===== src/rtl/ring_net_pkg.sv =====
// Shared packet format for the ring interconnect.
// Node ids and payload width are fixed here for every ring instance.
package NetworkPkg;

  localparam int ID_SIZE    = 4;
  localparam int DATA_WIDTH = 16;

  typedef struct packed {
    logic [ID_SIZE-1:0]    src;
    logic [ID_SIZE-1:0]    dest;
    logic [DATA_WIDTH-1:0] data;
  } pkt_t;

endpackage


===== src/rtl/ring_fifo.sv =====
// Per-node transit FIFO: combinational head, registered count/full/empty.
// Pointers wrap at DEPTH so any depth >= 2 is legal.
module ring_fifo #(
  parameter int WIDTH = 8,
  parameter int DEPTH = 8
) (
  input  logic                       clk,
  input  logic                       rst_l,
  input  logic                       wr,
  input  logic [WIDTH-1:0]           wdata,
  input  logic                       rd,
  output logic [WIDTH-1:0]           head,
  output logic [$clog2(DEPTH+1)-1:0] count,
  output logic                       full,
  output logic                       empty
);

  localparam int CW = $clog2(DEPTH+1);
  localparam int PW = $clog2(DEPTH);

  logic [WIDTH-1:0] mem [DEPTH];
  logic [PW-1:0]    wptr;
  logic [PW-1:0]    rptr;
  logic [CW-1:0]    count_nxt;

  function automatic logic [PW-1:0] bump(input logic [PW-1:0] p);
    return (p == PW'(DEPTH-1)) ? '0 : p + 1'b1;
  endfunction

  always_comb begin
    count_nxt = count;
    unique case ({wr, rd})
      2'b10:   count_nxt = count + 1'b1;
      2'b01:   count_nxt = count - 1'b1;
      default: count_nxt = count;
    endcase
  end

  always_ff @(posedge clk or negedge rst_l) begin
    if (!rst_l) begin
      wptr  <= '0;
      rptr  <= '0;
      count <= '0;
      full  <= 1'b0;
      empty <= 1'b1;
    end else begin
      if (wr) wptr <= bump(wptr);
      if (rd) rptr <= bump(rptr);
      count <= count_nxt;
      full  <= count_nxt == CW'(DEPTH);
      empty <= count_nxt == '0;
    end
  end

  always_ff @(posedge clk) begin
    if (wr) mem[wptr] <= wdata;
  end

  assign head = mem[rptr];

endmodule


===== src/rtl/ring_net.sv =====
// Unidirectional ring with bubble flow control, local bypass and
// starvation-forced injection; node i feeds node (i+1) mod N.
module ring_net
  import NetworkPkg::*;
#(
  parameter int NUM_NODES    = 4,
  parameter int DEPTH        = 8,
  parameter int STARVE_LIMIT = 4
) (
  input  logic                 clk,
  input  logic                 rst_l,
  input  logic [NUM_NODES-1:0] inj_valid,
  input  pkt_t [NUM_NODES-1:0] inj_pkt,
  output logic [NUM_NODES-1:0] inj_ready,
  output logic [NUM_NODES-1:0] ej_valid,
  output pkt_t [NUM_NODES-1:0] ej_pkt,
  input  logic [NUM_NODES-1:0] ej_ready,
  output logic [NUM_NODES-1:0] drop_err
);

  localparam int CW = $clog2(DEPTH+1);
  localparam int SW = $clog2(STARVE_LIMIT+1);
  localparam logic [ID_SIZE:0] NODES = (ID_SIZE+1)'(NUM_NODES);

  for (genvar i = 0; i < NUM_NODES; i++) begin : node
    localparam int UP = (i + NUM_NODES - 1) % NUM_NODES;
    localparam int DN = (i + 1) % NUM_NODES;

    pkt_t          head;
    logic [CW-1:0] count;
    logic          full;
    logic          empty;
    logic          pop;
    logic          pop_up;
    logic          pop_seen;
    pkt_t          arr_pkt;
    logic          arr_valid;
    logic          arr_local;
    logic          arr_fwd;
    pkt_t          ip;
    logic          inj_bad;
    logic          inj_self;
    logic          inj_remote;
    logic          space;
    logic          inj_room;
    logic          force_inj;
    logic          wr_fwd;
    logic          wr_inj;
    logic          wr;
    pkt_t          wdata;
    logic          rdy;
    logic          drop_q;
    logic [SW-1:0] starve_cnt;

    assign arr_valid = !node[UP].empty;
    assign arr_pkt   = node[UP].head;
    assign pop       = node[DN].pop_up;
    assign arr_local = arr_valid && arr_pkt.dest == ID_SIZE'(i);
    assign arr_fwd   = arr_valid && !arr_local;

    assign ip         = inj_pkt[i];
    assign inj_bad    = {1'b0, ip.dest} >= NODES;
    assign inj_self   = ip.dest == ID_SIZE'(i);
    assign inj_remote = !inj_bad && !inj_self;

    // Node 0 ignores its own pop: this cuts the ring-wide space/pop loop.
    if (i == 0) begin : cut
      assign pop_seen = 1'b0;
    end else begin : thru
      assign pop_seen = pop;
    end

    assign space     = !full || pop_seen;
    assign inj_room  = (count - CW'(pop_seen)) <= CW'(DEPTH-2);
    assign force_inj = inj_valid[i] && inj_remote && inj_room &&
                       starve_cnt == SW'(STARVE_LIMIT);
    assign wr_fwd    = arr_fwd && space && !force_inj;
    assign wr_inj    = inj_valid[i] && inj_remote && inj_room && !wr_fwd;
    assign wr        = wr_fwd || wr_inj;
    assign wdata     = wr_fwd ? arr_pkt : ip;
    assign pop_up    = wr_fwd || (arr_local && ej_ready[i]);

    always_comb begin
      rdy = 1'b0;
      unique case (1'b1)
        inj_bad:  rdy = 1'b1;
        inj_self: rdy = ej_ready[i] && !arr_local;
        default:  rdy = inj_room && !wr_fwd;
      endcase
    end

    assign inj_ready[i] = rdy;
    assign ej_valid[i]  = arr_local || (inj_valid[i] && inj_self);
    assign ej_pkt[i]    = arr_local ? arr_pkt :
                          (inj_valid[i] && inj_self) ? ip : '0;
    assign drop_err[i]  = drop_q;

    always_ff @(posedge clk or negedge rst_l) begin
      if (!rst_l) begin
        starve_cnt <= '0;
        drop_q     <= 1'b0;
      end else begin
        drop_q <= inj_valid[i] && inj_bad;
        if (!inj_valid[i] || rdy)
          starve_cnt <= '0;
        else if (inj_remote && inj_room && wr_fwd)
          starve_cnt <= starve_cnt + 1'b1;
      end
    end

    ring_fifo #(
      .WIDTH($bits(pkt_t)),
      .DEPTH(DEPTH)
    ) fifo (
      .clk  (clk),
      .rst_l(rst_l),
      .wr   (wr),
      .wdata(wdata),
      .rd   (pop),
      .head (head),
      .count(count),
      .full (full),
      .empty(empty)
    );
  end

endmodule

===== config.mk =====
export PLATFORM = sky130hd
export DESIGN_NAME = ring_net
export DESIGN_NICKNAME = d
export VERILOG_FILES = /design/src/rtl/ring_net_pkg.sv /design/src/rtl/ring_fifo.sv /design/src/rtl/ring_net.sv
export SDC_FILE = /design/constraint.sdc
export NUM_CORES = 1
export LEC_CHECK = 0
export ABC_AREA = 1
export CELL_PAD_IN_SITES_DETAIL_PLACEMENT = 1
export CELL_PAD_IN_SITES_GLOBAL_PLACEMENT = 2
export CORE_ASPECT_RATIO = 0.7
export CORE_MARGIN = 2
export CORE_UTILIZATION = 40
export CTS_CLUSTER_SIZE = 25
export DETAILED_ROUTE_END_ITERATION = 6
export PLACE_DENSITY = 0.81
export SYNTH_ARGS = -nofsm -noshare
export SYNTH_HDL_FRONTEND = slang
export SYNTH_SLANG_ARGS = --single-unit

===== constraint.sdc =====
create_clock -name clk -period 11.2 [get_ports clk]
set_input_delay 2.24 -clock clk [delete_from_list [all_inputs] [get_ports clk]]
set_output_delay 2.24 -clock clk [all_outputs]
set_load 0.005 [all_outputs]

==> impl_metrics.tcl <==
set metrics [dict create \
    async_flop_share_pct 7.692 \
    area_delta_synth_final_pct 15.90 \
    synth_area_per_cell_um2 11.18 \
    endpoint_kind "output pin" \
    synthDistinctLibCells 48 \
    post_cts_buffers 0 \
    clkSinkCount 832 \
    insertion_delay_ns 0.64 \
    drtIter0Drc 2198 \
    fin_skew_ns 0.02503 \
    grt-ovfl-total 0 \
    outcome "finished, final reports clean" \
    reg2reg_depth 49 \
    n_antenna_cell 0 \
    die_w_um 362.4 \
    register_area_um2 24670 \
    ys.flop_type "edfxtp_1" \
    fin_ws_ns 0.7624 \
    fin_nets 3513 \
    tightest_slew_ns 1.402 \
    rows 91 \
    arrival_ns 8.20 \
    grt_pass1_vias 26660 \
    h-tree-depth 3 \
    cts_root_buffer "clkbuf_16" \
    core_area_um2 88580 \
    critPathMaxStageDelay_ns 0.51 \
    cap_violations 0 \
    post-route-min-period_ns 10.44 \
    cp_slowest_cell "clkdlybuf4s50_1" \
    cts_max_path_buffers 3 \
    worst-endpoint-required_ns 8.96 \
    clk_pin_slew_worst_paths_ns 0.06 \
    ys_ff_latch 832 \
    slew_headroom_pct 5.516 \
    timing.rr.start "node[3].fifo.rptr[0]" \
    p_leak_nw 14.78 \
    synth_edf_count 768 \
    rsz0062_at_grt "false" \
    wl_mm 111.1 \
    drc 0 \
    cpMostUsedCell "nand2_1" \
    avgViaCountPerCell 5.574 \
    power_density_nw_per_um2 375.1 \
    rr_endpoint "node[0].fifo.empty" \
    cts_tree "done" \
    worst_setup_path_start_kind "input port" \
    drt_pass1_iterations 7 \
    finalSetupTns_ns 0 \
    grt_max_degree 99 \
    ioPinCount 214 \
    hold_ws_ns 0.5609 \
    track_usage_pct 23.82 \
    finalHoldViolations 0 \
    min-delay-start "node[0].fifo.count[2]" \
    crit_fanout 10 \
    hold_path_class "reg2reg" \
    n_fill_cell 9386 \
    finalSetupViolCount 0 \
    dp.final_hpwl_mm 71.07 \
    wl_per_cell_um 24.23 \
    path_class "in2out" \
    whs_endpoint "node[0].fifo.count[2]" \
    antenna_found_initial 1 \
    fin_crit_sh_pct 93.19 \
    fmax_mhz 95.81 \
    layout_commonest_cell "edfxtp_1" \
    r2r_setup_slack_ns 2.78 \
    syn_inst 3216 \
    ir_worst_vdd_v 0.0001797 \
    dieHeight_um 254.9 \
    yosysWarnings 0 \
    multi_input_area_um2 9869 \
    slew_violations 0 \
    hold_depth 2 \
    seq_area_frac_synth_pct 68.59 \
    synth_area_um2 35960 \
    cts_inserted_buffers 82 \
    initial_core_util_pct 40.60 \
    dieArea_um2 92360 \
    gp_congestion 0.8854 \
    via_count 25560 \
    drive_gt1_share_pct 6.776 \
    port_buffers 201 \
    layout_common_cells "edfxtp_1 (768), nor2_1 (665), o21ai_0 (453), nand2_1 (349), clkdlybuf4s50_1 (199)" \
    grt_pass1_wl_mm 165.3 \
    pre_cts_ws_ns 0.02931 \
    antenna_left 0 \
]
-- power by group --
part	total (mW)	switching, mW	internal (mW)
registers	6.27	0.372	5.89
logic	6.71	5.11	1.60
clock network	2.66	1.17	1.50
-- flip-flops by register name (all words and copies together), names as in the netlist --
name	flops
node.fifo.count	16
node.fifo.rptr	12
node.fifo.wptr	12
node.drop_q	4
node.fifo.full	4
node.fifo.empty	4
node.starve_cnt	12
node.fifo.mem	768
-- layer usage --
| metal | routed length, um | track usage (%) |
|---|---|---|
| met1 | 50990 | 33.52 |
| met2 | 52480 | 39.15 |
| met3 | 5576 | 3.484 |
| met4 | 2074 | 5.714 |
| met5 | 0 | 0 |
-- cell usage after synthesis (2+ instances only) --
cell type	instances	area (um^2)
buf_6	5	56.30
o211ai_1	2	15.01
clkinv_1	2	7.510
clkbuf_1	142	533.0
o21ai_0	453	2267
a211oi_1	4	30.03
dfrtp_1	60	1501
o21a_1	3	22.52
edfxtp_1	768	23060
fa_1	4	80.08
or3_1	4	25.02
xor2_1	14	122.6
nand2_2	2	12.51
o21ai_1	37	185.2
nand3_2	6	60.06
inv_2	6	22.52
dfstp_2	4	105.1
o31ai_1	76	570.6
buf_4	26	195.2
and3_1	3	18.77
nand4_1	6	37.54
nor3_1	20	100.1
a21oi_1	13	65.06
xnor2_1	5	43.79
buf_1	15	56.30
o22ai_1	100	625.6
nand3_1	51	255.2
inv_1	186	698.2
buf_2	17	85.08
a31oi_1	84	525.5
ha_1	42	525.5
nor4_1	2	12.51
nor2_1	688	2582
inv_4	3	18.77
nand2_1	350	1314
-- worst max-delay path: cells and delay by family --
family                   cells  cell delay, ns
AND/OR/NAND/NOR             31            3.61
adder cells (fa/ha/maj)      6            1.30
buffers and inverters        2            0.72
AO/OA/AOI/OAI                1            0.32
-- worst max-delay path by stage --
stage | cells after the start | end | from | slack (ns)
4_1_cts | 40 | inj_ready[1] | inj_pkt[16] | 0.18
6_report | 40 | inj_ready[1] | inj_pkt[16] | 0.76
3_3_place_gp | 41 | inj_ready[1] | inj_pkt[19] | 0.28
5_1_grt | 40 | inj_ready[1] | inj_pkt[16] | 0.17
3_5_place_dp | 40 | inj_ready[1] | inj_pkt[16] | 0.03
2_1_floorplan | 42 | inj_ready[1] | inj_pkt[19] | 1.37
-- stage by stage --
step / cells / util, % / cell area [um^2] / total power [mW]
6_report: 4586 / 47.06 / 41680 / 15.64
5_1_grt: 4586 / 47.06 / 41680 / 16.54
4_1_cts: 4586 / 47.04 / 41670 / 15.68
3_5_place_dp: 4439 / 44.19 / 39150 / 12.99
3_3_place_gp: 4439 / 44.19 / 39150 / 12.50
2_1_floorplan: 3227 / - / 36000 / 9.998
-- timing repair --
| item | 4_1_cts | 5_1_grt |
|---|---|---|
| endpoints found under the setup margin | 1 | 1 |
| hold buffers | 0 | 0 |
| gates resized for setup | 1 | 4 |
| pin swaps | 0 | 1 |
-- kinds of logic after synthesis --
logic type | share of synthesized area (%)
AOI/OAI and AO/OA | 12.11
xor gates and xnor gates | 0.4627
adders and majority gates | 1.684
buffers and inverters | 4.652
DFF | 68.59
other | 0.01043
and+or+nand+nor | 12.49
-- area by class of cell --
| type | count | area share, % |
|---|---|---|
| Sequential cell | 832 | 59.19 |
| Multi-Input combinational cell | 1993 | 23.68 |
| Timing Repair Buffer | 255 | 5.799 |
| Clock buffer | 114 | 5.514 |
| Tap cell | 1162 | 3.488 |
| Inverter | 197 | 1.792 |
| Clock inverter | 33 | 0.5343 |
Note: power is estimated with default switching activity, not from simulation.
